### src/rtl/axi4_lite_pkg.sv
// Shared AXI4-Lite types and address helpers for the slave register file.
package axi4_lite_pkg;

  typedef enum logic [1:0] {
    OKAY   = 2'b00,
    EXOKAY = 2'b01,
    SLVERR = 2'b10,
    DECERR = 2'b11
  } resp_t;

  typedef enum logic [2:0] {
    WR_IDLE,
    WR_HAVE_ADDR,
    WR_HAVE_DATA,
    WR_COMMIT,
    WR_RESP
  } wr_state_t;

  function automatic int unsigned addr_lsb_of(input int unsigned data_bits);
    return (data_bits == 64) ? 3 : 2;
  endfunction

  // Word index of a byte address; byte-offset bits are discarded.
  function automatic logic [63:0] addr_to_idx(input logic [63:0] addr,
                                               input int unsigned addr_lsb);
    return addr >> addr_lsb;
  endfunction

endpackage

### src/rtl/axi4_lite_if.sv
// AXI4-Lite bus bundle with master and slave views.
interface axi4_lite_if #(
  parameter int ADDR_BIT_WIDTH = 32,
  parameter int DATA_BIT_WIDTH = 32
) (
  input logic i_clk
);

  logic [ADDR_BIT_WIDTH-1:0]   awaddr;
  logic [2:0]                  awprot;
  logic                        awvalid;
  logic                        awready;
  logic [DATA_BIT_WIDTH-1:0]   wdata;
  logic [DATA_BIT_WIDTH/8-1:0] wstrb;
  logic                        wvalid;
  logic                        wready;
  logic [1:0]                  bresp;
  logic                        bvalid;
  logic                        bready;
  logic [ADDR_BIT_WIDTH-1:0]   araddr;
  logic [2:0]                  arprot;
  logic                        arvalid;
  logic                        arready;
  logic [DATA_BIT_WIDTH-1:0]   rdata;
  logic [1:0]                  rresp;
  logic                        rvalid;
  logic                        rready;

  modport slv_port (
    input  i_clk,
    input  awaddr, awprot, awvalid, wdata, wstrb, wvalid, bready,
    input  araddr, arprot, arvalid, rready,
    output awready, wready, bresp, bvalid, arready, rdata, rresp, rvalid
  );

  modport mst_port (
    input  i_clk,
    output awaddr, awprot, awvalid, wdata, wstrb, wvalid, bready,
    output araddr, arprot, arvalid, rready,
    input  awready, wready, bresp, bvalid, arready, rdata, rresp, rvalid
  );

endinterface

### src/rtl/axi4_lite_slv_wr_ctrl.sv
// Write-side control: independent AW/W capture, commit sequencing and B response.
module axi4_lite_slv_wr_ctrl
  import axi4_lite_pkg::*;
#(
  parameter int                    ADDR_BIT_WIDTH = 32,
  parameter int                    DATA_BIT_WIDTH = 32,
  parameter int                    NUM_REGS       = 8,
  parameter logic [NUM_REGS-1:0]   RO_MASK        = '0,
  parameter int                    IDX_W          = (NUM_REGS > 1) ? $clog2(NUM_REGS) : 1
) (
  input  logic                        i_clk,
  input  logic                        i_sync_rst,
  input  logic [ADDR_BIT_WIDTH-1:0]   awaddr,
  input  logic                        awvalid,
  output logic                        awready,
  input  logic [DATA_BIT_WIDTH-1:0]   wdata,
  input  logic [DATA_BIT_WIDTH/8-1:0] wstrb,
  input  logic                        wvalid,
  output logic                        wready,
  output logic [1:0]                  bresp,
  output logic                        bvalid,
  input  logic                        bready,
  output logic                        wr_en,
  output logic [IDX_W-1:0]            wr_idx,
  output logic [DATA_BIT_WIDTH-1:0]   wr_data,
  output logic [DATA_BIT_WIDTH/8-1:0] wr_strb
);

  localparam int unsigned ADDR_LSB = addr_lsb_of(DATA_BIT_WIDTH);
  localparam int          RO_W     = 2 ** IDX_W;

  wr_state_t                   state_reg, state_next;
  logic [ADDR_BIT_WIDTH-1:0]   addr_reg;
  logic [DATA_BIT_WIDTH-1:0]   data_reg;
  logic [DATA_BIT_WIDTH/8-1:0] strb_reg;
  resp_t                       bresp_reg;

  logic              aw_hs, w_hs;
  logic [63:0]       idx_full;
  logic [IDX_W-1:0]  idx;
  logic [RO_W-1:0]   ro_ext;
  logic              in_range, writable;

  assign awready = !i_sync_rst && (state_reg == WR_IDLE || state_reg == WR_HAVE_DATA);
  assign wready  = !i_sync_rst && (state_reg == WR_IDLE || state_reg == WR_HAVE_ADDR);
  assign aw_hs   = awvalid && awready;
  assign w_hs    = wvalid && wready;

  assign idx_full = addr_to_idx(64'(addr_reg), ADDR_LSB);
  assign idx      = idx_full[IDX_W-1:0];
  assign in_range = idx_full < 64'(NUM_REGS);
  assign ro_ext   = RO_W'(RO_MASK);
  assign writable = in_range && !ro_ext[idx];

  always_comb begin
    state_next = state_reg;
    case (state_reg)
      WR_IDLE: begin
        if (aw_hs && w_hs) state_next = WR_COMMIT;
        else if (aw_hs)    state_next = WR_HAVE_ADDR;
        else if (w_hs)     state_next = WR_HAVE_DATA;
      end
      WR_HAVE_ADDR: if (w_hs)  state_next = WR_COMMIT;
      WR_HAVE_DATA: if (aw_hs) state_next = WR_COMMIT;
      WR_COMMIT:               state_next = WR_RESP;
      WR_RESP:      if (bready) state_next = WR_IDLE;
      default:                 state_next = WR_IDLE;
    endcase
  end

  always_ff @(posedge i_clk) begin
    if (i_sync_rst) begin
      state_reg <= WR_IDLE;
      addr_reg  <= '0;
      data_reg  <= '0;
      strb_reg  <= '0;
      bresp_reg <= OKAY;
    end else begin
      state_reg <= state_next;
      if (aw_hs) addr_reg <= awaddr;
      if (w_hs) begin
        data_reg <= wdata;
        strb_reg <= wstrb;
      end
      if (state_reg == WR_COMMIT) bresp_reg <= writable ? OKAY : SLVERR;
    end
  end

  assign bvalid  = (state_reg == WR_RESP);
  assign bresp   = bresp_reg;
  assign wr_en   = (state_reg == WR_COMMIT) && writable;
  assign wr_idx  = idx;
  assign wr_data = data_reg;
  assign wr_strb = strb_reg;

endmodule

### src/rtl/axi4_lite_slv_reg_file.sv
// AXI4-Lite slave exposing NUM_REGS registers with read-only masking and write strobes.
module axi4_lite_slv_reg_file
  import axi4_lite_pkg::*;
#(
  parameter int                          ADDR_BIT_WIDTH = 32,
  parameter int                          DATA_BIT_WIDTH = 32,
  parameter int                          NUM_REGS       = 8,
  parameter logic [NUM_REGS-1:0]         RO_MASK        = '0,
  parameter logic [DATA_BIT_WIDTH-1:0]   RESET_VAL      = '0
) (
  input  logic                                i_clk,
  input  logic                                i_sync_rst,
  axi4_lite_if.slv_port                       axi_if,
  input  logic [NUM_REGS*DATA_BIT_WIDTH-1:0]  i_ro_vals,
  output logic [NUM_REGS*DATA_BIT_WIDTH-1:0]  o_regs,
  output logic [NUM_REGS-1:0]                 o_wr_pulse
);

  localparam int          DW       = DATA_BIT_WIDTH;
  localparam int          SW       = DATA_BIT_WIDTH / 8;
  localparam int          IDX_W    = (NUM_REGS > 1) ? $clog2(NUM_REGS) : 1;
  localparam int unsigned ADDR_LSB = addr_lsb_of(DATA_BIT_WIDTH);

  logic             wr_en;
  logic [IDX_W-1:0] wr_idx;
  logic [DW-1:0]    wr_data;
  logic [SW-1:0]    wr_strb;
  logic [DW-1:0]    rd_val [NUM_REGS];

  axi4_lite_slv_wr_ctrl #(
    .ADDR_BIT_WIDTH (ADDR_BIT_WIDTH),
    .DATA_BIT_WIDTH (DATA_BIT_WIDTH),
    .NUM_REGS       (NUM_REGS),
    .RO_MASK        (RO_MASK),
    .IDX_W          (IDX_W)
  ) u_wr_ctrl (
    .i_clk      (i_clk),
    .i_sync_rst (i_sync_rst),
    .awaddr     (axi_if.awaddr),
    .awvalid    (axi_if.awvalid),
    .awready    (axi_if.awready),
    .wdata      (axi_if.wdata),
    .wstrb      (axi_if.wstrb),
    .wvalid     (axi_if.wvalid),
    .wready     (axi_if.wready),
    .bresp      (axi_if.bresp),
    .bvalid     (axi_if.bvalid),
    .bready     (axi_if.bready),
    .wr_en      (wr_en),
    .wr_idx     (wr_idx),
    .wr_data    (wr_data),
    .wr_strb    (wr_strb)
  );

  genvar gi;
  generate
    for (gi = 0; gi < NUM_REGS; gi++) begin : g_reg
      if (RO_MASK[gi]) begin : g_ro
        assign rd_val[gi]               = i_ro_vals[gi*DW +: DW];
        assign o_regs[gi*DW +: DW]      = '0;
        assign o_wr_pulse[gi]           = 1'b0;
      end else begin : g_rw
        logic [DW-1:0] val_reg;
        logic          pulse_reg;
        logic          sel;
        logic          unused_ro;

        assign sel       = wr_en && (wr_idx == IDX_W'(gi));
        assign unused_ro = ^i_ro_vals[gi*DW +: DW];

        always_ff @(posedge i_clk) begin
          if (i_sync_rst) begin
            val_reg   <= RESET_VAL;
            pulse_reg <= 1'b0;
          end else begin
            pulse_reg <= sel;
            if (sel) begin
              for (int b = 0; b < SW; b++) begin
                if (wr_strb[b]) val_reg[b*8 +: 8] <= wr_data[b*8 +: 8];
              end
            end
          end
        end

        assign rd_val[gi]          = val_reg;
        assign o_regs[gi*DW +: DW] = val_reg;
        assign o_wr_pulse[gi]      = pulse_reg;
      end
    end
  endgenerate

  // Read path: single-entry response buffer, one-cycle latency after AR.
  logic             rvalid_reg;
  logic [DW-1:0]    rdata_reg;
  resp_t            rresp_reg;
  logic             ar_hs;
  logic [63:0]      rd_idx_full;
  logic [IDX_W-1:0] rd_idx;
  logic             rd_in_range;
  logic             unused_prot;

  assign axi_if.arready = !i_sync_rst && !rvalid_reg;
  assign ar_hs          = axi_if.arvalid && axi_if.arready;
  assign rd_idx_full    = addr_to_idx(64'(axi_if.araddr), ADDR_LSB);
  assign rd_idx         = rd_idx_full[IDX_W-1:0];
  assign rd_in_range    = rd_idx_full < 64'(NUM_REGS);
  assign unused_prot    = ^{axi_if.awprot, axi_if.arprot};

  always_ff @(posedge i_clk) begin
    if (i_sync_rst) begin
      rvalid_reg <= 1'b0;
      rdata_reg  <= '0;
      rresp_reg  <= OKAY;
    end else if (ar_hs) begin
      rvalid_reg <= 1'b1;
      rdata_reg  <= rd_in_range ? rd_val[rd_idx] : '0;
      rresp_reg  <= rd_in_range ? OKAY : SLVERR;
    end else if (rvalid_reg && axi_if.rready) begin
      rvalid_reg <= 1'b0;
    end
  end

  assign axi_if.rvalid = rvalid_reg;
  assign axi_if.rdata  = rdata_reg;
  assign axi_if.rresp  = rresp_reg;

endmodule

### src/flat_wrapper.sv
// flat-port wrapper written by rule: the top's interface ports become plain ports
module axi4_lite_slv_reg_file_flat import axi4_lite_pkg::*;
#(
  parameter int                          ADDR_BIT_WIDTH = 32,
  parameter int                          DATA_BIT_WIDTH = 32,
  parameter int                          NUM_REGS       = 8,
  parameter logic [NUM_REGS-1:0]         RO_MASK        = '0,
  parameter logic [DATA_BIT_WIDTH-1:0]   RESET_VAL      = '0
)
  (i_clk, i_sync_rst, i_ro_vals, o_regs, o_wr_pulse, axi_if_awaddr, axi_if_awprot, axi_if_awvalid, axi_if_wdata, axi_if_wstrb, axi_if_wvalid, axi_if_bready, axi_if_araddr, axi_if_arprot, axi_if_arvalid, axi_if_rready, axi_if_awready, axi_if_wready, axi_if_bresp, axi_if_bvalid, axi_if_arready, axi_if_rdata, axi_if_rresp, axi_if_rvalid);
  axi4_lite_if #(.ADDR_BIT_WIDTH(ADDR_BIT_WIDTH), .DATA_BIT_WIDTH(DATA_BIT_WIDTH)) axi_if_i (.i_clk(i_clk));
  input  logic i_clk;
  input  logic i_sync_rst;
  input  logic [NUM_REGS*DATA_BIT_WIDTH-1:0] i_ro_vals;
  output logic [NUM_REGS*DATA_BIT_WIDTH-1:0] o_regs;
  output logic [NUM_REGS-1:0] o_wr_pulse;
  input wire logic [$bits(axi_if_i.awaddr)-1:0] axi_if_awaddr;
  input wire logic [$bits(axi_if_i.awprot)-1:0] axi_if_awprot;
  input wire logic [$bits(axi_if_i.awvalid)-1:0] axi_if_awvalid;
  input wire logic [$bits(axi_if_i.wdata)-1:0] axi_if_wdata;
  input wire logic [$bits(axi_if_i.wstrb)-1:0] axi_if_wstrb;
  input wire logic [$bits(axi_if_i.wvalid)-1:0] axi_if_wvalid;
  input wire logic [$bits(axi_if_i.bready)-1:0] axi_if_bready;
  input wire logic [$bits(axi_if_i.araddr)-1:0] axi_if_araddr;
  input wire logic [$bits(axi_if_i.arprot)-1:0] axi_if_arprot;
  input wire logic [$bits(axi_if_i.arvalid)-1:0] axi_if_arvalid;
  input wire logic [$bits(axi_if_i.rready)-1:0] axi_if_rready;
  output wire logic [$bits(axi_if_i.awready)-1:0] axi_if_awready;
  output wire logic [$bits(axi_if_i.wready)-1:0] axi_if_wready;
  output wire logic [$bits(axi_if_i.bresp)-1:0] axi_if_bresp;
  output wire logic [$bits(axi_if_i.bvalid)-1:0] axi_if_bvalid;
  output wire logic [$bits(axi_if_i.arready)-1:0] axi_if_arready;
  output wire logic [$bits(axi_if_i.rdata)-1:0] axi_if_rdata;
  output wire logic [$bits(axi_if_i.rresp)-1:0] axi_if_rresp;
  output wire logic [$bits(axi_if_i.rvalid)-1:0] axi_if_rvalid;
  assign axi_if_i.awaddr = axi_if_awaddr;
  assign axi_if_i.awprot = axi_if_awprot;
  assign axi_if_i.awvalid = axi_if_awvalid;
  assign axi_if_i.wdata = axi_if_wdata;
  assign axi_if_i.wstrb = axi_if_wstrb;
  assign axi_if_i.wvalid = axi_if_wvalid;
  assign axi_if_i.bready = axi_if_bready;
  assign axi_if_i.araddr = axi_if_araddr;
  assign axi_if_i.arprot = axi_if_arprot;
  assign axi_if_i.arvalid = axi_if_arvalid;
  assign axi_if_i.rready = axi_if_rready;
  assign axi_if_awready = axi_if_i.awready;
  assign axi_if_wready = axi_if_i.wready;
  assign axi_if_bresp = axi_if_i.bresp;
  assign axi_if_bvalid = axi_if_i.bvalid;
  assign axi_if_arready = axi_if_i.arready;
  assign axi_if_rdata = axi_if_i.rdata;
  assign axi_if_rresp = axi_if_i.rresp;
  assign axi_if_rvalid = axi_if_i.rvalid;
  axi4_lite_slv_reg_file #(.ADDR_BIT_WIDTH(ADDR_BIT_WIDTH), .DATA_BIT_WIDTH(DATA_BIT_WIDTH), .NUM_REGS(NUM_REGS), .RO_MASK(RO_MASK), .RESET_VAL(RESET_VAL)) u_core (.i_clk(i_clk), .i_sync_rst(i_sync_rst), .axi_if(axi_if_i), .i_ro_vals(i_ro_vals), .o_regs(o_regs), .o_wr_pulse(o_wr_pulse));
endmodule
### config.mk
export PLATFORM = sky130hd
export DESIGN_NAME = axi4_lite_slv_reg_file_flat
export DESIGN_NICKNAME = d
export VERILOG_FILES = /design/src/rtl/axi4_lite_pkg.sv /design/src/rtl/axi4_lite_if.sv /design/src/rtl/axi4_lite_slv_wr_ctrl.sv /design/src/rtl/axi4_lite_slv_reg_file.sv /design/src/flat_wrapper.sv
export SDC_FILE = /design/constraint.sdc
export NUM_CORES = 1
export LEC_CHECK = 0
export ABC_AREA = 1
export CORE_MARGIN = 4
export CORE_UTILIZATION = 30
export CTS_BUF_LIST = sky130_fd_sc_hd__clkbuf_16
export CTS_CLUSTER_DIAMETER = 80
export DETAILED_ROUTE_END_ITERATION = 8
export GPL_ROUTABILITY_DRIVEN = 0
export GPL_TIMING_DRIVEN = 0
export SETUP_SLACK_MARGIN = 0.4
export SLEW_MARGIN = 20
export SYNTH_ARGS = -nofsm -noshare
export SYNTH_HDL_FRONTEND = slang
export SYNTH_SLANG_ARGS = --single-unit
### constraint.sdc
create_clock -name i_clk -period 3.14 [get_ports i_clk]
set_input_delay 0.785 -clock i_clk [delete_from_list [all_inputs] [get_ports i_clk]]
set_output_delay 0.785 -clock i_clk [all_outputs]
set_load 0.05 [all_outputs]
[After elaboration in Yosys (flattened, before gate mapping)]
Memories as Yosys holds them, arrays and structs flattened. A register that Yosys moved wholly into a read port is not among the register bits.
Index checks and enable logic that the tools add are counted.
Widths: inputs -> output; s select.
Storage, ports and cells
  flip-flop bits (word level): 372
  memory bits (read-only): 8
  word-level logic and storage cells: 146
  memories kept: 1
Memories
  (no name shown): depth 8, width 1, rd ports 1, clocked after memory_dff 1, write ports 0, RTL line axi4_lite_slv_wr_ctrl.sv:53  | assign writable = in_range && !ro_ext[idx];
Operators by class
  order comparisons: 4
  equality and inequality tests: 15
  mux-type cells: 18
  bitwise logic cells: 1
  reduce and logical (&&, ||, !) cells: 59
Operators with widths (number)
  $bmux 32 s3: 1
  $mux 32: 3
  $reduce_and 2->1: 32
  $lt 30x4->1 const B: 2
  $mux 3: 8
  $logic_and 1x1->1: 18
  $eq 3x3->1 const B: 5
  $pmux 3 s5: 1
  $eq 3x2->1 const B: 4
  $eq 3x1->1 const B: 2
  $logic_not 3->1: 2
  $ne 2x2->1 const B: 3
  $ge 4x4->1 const B: 1
  $lt 3x4->1 const B: 1
  $mux 2: 2
  $ne 4x3->1 const B: 1
  $not 3->4: 1
  $reduce_and 4->1: 1
  $logic_not 1->1: 3
  $mux 1: 3
  $logic_or 1x1->1: 2
  $reduce_bool 2->1: 1

[Longest topological paths before layout]
  depth after elaboration: 8
  gate-level depth with buffers: 11
  depth with buffers taken out: 9

[Hierarchy]
From an unflattened synthesis, not the netlist that was laid out.
Unflattened totals
  cells, all modules: 2110
  area, all modules: 15915.3 µm²
Modules (own cells, without submodules)
  axi4_lite_slv_reg_file: times used 1, cells an instance 1757, area an instance 12854.8 µm²
  axi4_lite_slv_wr_ctrl: times used 1, cells an instance 353, area an instance 3060.4 µm²

[Worst setup path after synthesis]
Ideal clock, no wire load.
  path type: input port to flip-flop
  start: in i_sync_rst
  end: reg u_core.u_wr_ctrl.data_reg[19], in the netlist u_core.u_wr_ctrl.wr_data[19]
  arrival: 2883 ps
  data required time: 3012 ps
  setup slack: 129 ps
  stages: 6
  path buffers: 2
  cell sequence: clkbuf_1 nor3_1 nand2_1 clkbuf_1 o21ai_0 a21oi_1
On the way
  longest elaborated chain between the ends: 3
RTL lines
  start, declared: RTL line flat_wrapper.sv:13  | input logic i_sync_rst;
  $logic_not 1->1: RTL line axi4_lite_slv_wr_ctrl.sv:45  | assign wready = !i_sync_rst && (state_reg == WR_IDLE || state_reg == WR_HAVE_ADDR);
  $logic_and 1x1->1: RTL line axi4_lite_slv_wr_ctrl.sv:45
  net axi_if_wready: RTL line flat_wrapper.sv:29  | output wire logic [$bits(axi_if_i.wready)-1:0] axi_if_wready;
  $logic_and 1x1->1: RTL line axi4_lite_slv_wr_ctrl.sv:47  | assign w_hs = wvalid && wready;
  end signal, assigned: RTL line axi4_lite_slv_wr_ctrl.sv:82  | data_reg <= wdata;
  end, declared: RTL line axi4_lite_slv_wr_ctrl.sv:34  | logic [DATA_BIT_WIDTH-1:0] data_reg;
The timed path passes the listed nets, and every way through them passes these cells.
A chain may end at the register's enable or synchronous reset.

[Worst setup path in the final report]
  start: in axi_if_araddr[3]
  end: reg u_core.rdata_reg[31], in the netlist u_core.axi_if.rdata[31]
On the way
  longest elaborated chain between the ends: 5
RTL lines
  start, declared: RTL line flat_wrapper.sv:24  | input wire logic [$bits(axi_if_i.araddr)-1:0] axi_if_araddr;
  branches (longest 4 deep; another with $lt 30x4->1)
  $mux 32 *: RTL line axi4_lite_slv_reg_file.sv:116  | rdata_reg <= rd_in_range ? rd_val[rd_idx] : '0;
  end signal, assigned: RTL line axi4_lite_slv_reg_file.sv:116
  end, declared: RTL line axi4_lite_slv_reg_file.sv:94  | logic [DW-1:0] rdata_reg;
Mark *: on every way between the ends. The select of a mux whose other input is x is not followed.

==> results.json <==
{
  "seq_area_mm2": 0.00737,
  "wl_met3_mm": 13.1,
  "max-vdd-ir-drop_mv": 0.324,
  "path_max_fanout": 10,
  "vias": 21328,
  "cts_tree": "built",
  "cts_sinks": 368,
  "tightest_slew_ns": 1.16,
  "r2r_cells": 8,
  "met1Wirelength_mm": 37.8,
  "clock_latency_ns": 0.60,
  "hp-start": "u_core.u_wr_ctrl.addr_reg[31]",
  "detail_route.first_pass.iterations": 6,
  "cellLeakagePower_uw": 0.0113,
  "setup_viol_count_final": 0,
  "seqPwrFrac_pct": 40.7,
  "grt_pass1_vias": 19255,
  "final.period_utilization_pct": 86.8,
  "boundaryPins": 674,
  "ctsLongestPathBuffers": 3,
  "portBuffers": 403,
  "die_w_um": 261,
  "end_kind": "register",
  "syn_avg_cell_area_um2": 6.43,
  "grt_usage_pct": 26.2,
  "finalHoldViolations": 0,
  "nets": 3812,
  "crit_required_ns": 3.66,
  "first_iter_violations": 2126,
  "reg2reg_slack_ns": 0.81,
  "ant_nets": 0,
  "worstSetupStartpointType": "input port",
  "fp-row-count": 92,
  "clkTransAtPathRegs_ns": 0.07,
  "cts.hold.buffers_added": 0,
  "numCtsBuffers": 45,
  "viasPerCell": 4.93,
  "pre_cts_ws_ns": -0.949,
  "ys_seq_area_share_pct": 38.3,
  "core_mm2": 0.0633,
  "wire_per_inst_um": 21.7,
  "fin_ws_ns": 0.415,
  "postSynthCellCount": 2992,
  "ys_ff_latch": 368,
  "powerDensity_mw_per_mm2": 465,
  "drv_cap": 0,
  "netlist_top_cells_area": "dfxtp_1 38%, nand2_1 16%, inv_1 10%",
  "die_h_um": 261,
  "hold_class": "reg -> reg",
  "min_delay_path_depth": 2,
  "synth_cell_types": 27,
  "htree_levels": 2,
  "wl_mm": 93.8,
  "die_area_mm2": 0.0682,
  "crit_arrival_ns": 3.24,
  "drc_errors": 0,
  "crit_type": "in -> reg",
  "hpwlAfterDp_mm": 73.8,
  "synth_area_mm2": 0.0192,
  "fin_cells": 4322,
  "multi_input_area_mm2": 0.00868,
  "clock.fmax_ghz": 0.367,
  "topRoutingLayerUsed": "met4",
  "grt_overflow_total": 0,
  "area_growth_pct": 34.2,
  "start_util_pct": 30.4,
  "drive_gt1_share_pct": 6.07,
  "intPower_uw": 8300,
  "synth_top_cell_by_area": "dfxtp_1",
  "post-place-cells": 4242,
  "power_frac_clock_pct": 43.5,
  "reg2reg_from": "u_core.axi_if.rvalid",
  "status": "finished, final reports clean",
  "grt_pass1_wl_mm": 130,
  "grt_max_degree": 14,
  "combPwrFrac_pct": 15.7,
  "hold-path-endpoint": "u_core.u_wr_ctrl.addr_reg[31]",
  "r2r_end": "u_core.axi_if.rdata[16]",
  "skew_ns": 0.0222,
  "cts_root_buf": "clkbuf_16",
  "min_period_ns": 2.72,
  "met2_length_mm": 39.0,
  "rsz0062_at_grt": "yes",
  "drv_slew": 0,
  "yosysWarnings": 0,
  "synth_top_area_share_pct": 38.3,
  "slew_headroom_pct": 22.4,
  "postCtsSetupBuffers": 0,
  "switching_share_pct": 30.9,
  "p_switching_uw": 3700,
  "largest_reg_flops": 256,
  "fill_cells": 6824,
  "antenna_found_initial": 0
}
## critical path, cell delays in order
cell             delay, ns
clkdlybuf4s50_1       0.49
inv_2                 0.21
buf_1                 0.84
a21oi_1               0.05
o21ai_0               0.17
nand3_1               0.15
nand2_1               0.26
nand2_1               0.10
a21oi_1               0.15
## timing repair
item,in CTS,in global routing
resized for setup,19,51
endpoints found under the setup margin,205,39
hold endpoints to repair,0,0
## cells in the mapped netlist, drive strengths merged
library cell,number
a21oi,130
a31oi,1
and2,18
buf,94
clkbuf,115
clkinv,33
conb,1
dfxtp,368
inv,532
nand2,833
nand3,200
nand4,258
nor2,303
nor3,12
o21ai,94
## power groups by stage
stage	clock, µW	sequential (µW)	combinational [µW]
finish	5230	4890	1890
global route	5450	4900	2010
CTS	5280	4890	1840
detailed placement	0	4990	1840
global placement	0	4990	1830
floorplan	0	4990	1050
## cells by family (layout without fill, tap and decap cells)
group	Yosys count	count (layout)	share of synthesized area, %
simple gates	1624	1624	39.2
compound gates	225	225	5.86
flops	368	368	38.3
other cells	1	3	0.0195
buf+inv	774	1256	16.6
## through the flow
step	hold slack, ns	utilization (%)	setup TNS (ns)	total power, µW	instance area, µm²
after floorplan	0.429	-	0	6040	19200
after global placement	0.443	38.4	-91.29	6820	24300
after detailed placement	0.448	38.4	-83.24	6830	24300
after CTS	0.456	40.7	0	12000	25800
after global routing	0.482	40.8	0	12400	25800
final	0.454	40.8	0	12000	25800
## area by class of cell
cell class,count,share of cell area (%)
Clock inverter,32,0.960
Tap cell,846,4.10
Inverter,565,8.22
Multi-Input combinational cell,1851,33.6
Buffer,209,4.31
Timing Repair Buffer,403,15.7
Sequential cell,368,28.5
Clock buffer,47,4.56
Antenna cell,1,0.00970
## cells in the final DEF, fill, tap and decap left out, types with 2 or more instances in the layout
cell type / synthesis / layout
a21oi_1: 130 / 130
and2_0: 16 / 16
and2_1: 2 / 2
buf_1: 24 / 23
buf_12: 3 / 3
buf_2: 28 / 29
buf_4: 25 / 26
buf_6: 14 / 14
bufinv_16: 0 / 4
clkbuf_1: 115 / 85
clkbuf_16: 0 / 47
clkbuf_2: 0 / 29
clkdlybuf4s50_1: 0 / 394
clkinv_1: 33 / 40
clkinv_2: 0 / 4
clkinvlp_4: 0 / 2
conb_1: 1 / 2
dfxtp_1: 368 / 368
dlygate4sd2_1: 0 / 2
dlymetal6s2s_1: 0 / 5
inv_1: 527 / 540
inv_2: 5 / 5
inv_6: 0 / 2
nand2_1: 833 / 833
nand3_1: 168 / 168
nand3_2: 3 / 3
nand3_4: 29 / 29
nand4_1: 258 / 258
nor2_1: 301 / 301
nor3_1: 3 / 2
nor3_2: 1 / 2
nor3_4: 8 / 8
o21ai_0: 94 / 94
## layer usage
metal  vias to the layer above  track usage [%]
met4                         0             10.1
met3                       178             10.3
met5                         -                0
met2                      1151             38.7
li1                      10205                -
met1                      9794             34.4
## how the worst max path moves through the flow
stage / start / endpoint / slack (ns)
floorplan: i_sync_rst / axi_if_awready / 0.53
global placement: i_sync_rst / axi_if_awready / -0.96
detailed placement: i_sync_rst / axi_if_awready / -0.95
CTS: i_sync_rst / axi_if_awready / 0.17
global route: axi_if_araddr[3] / u_core.axi_if.rdata[31] / 0.39
finish: axi_if_araddr[3] / u_core.axi_if.rdata[31] / 0.42
Power figures use the tool's default switching activity.
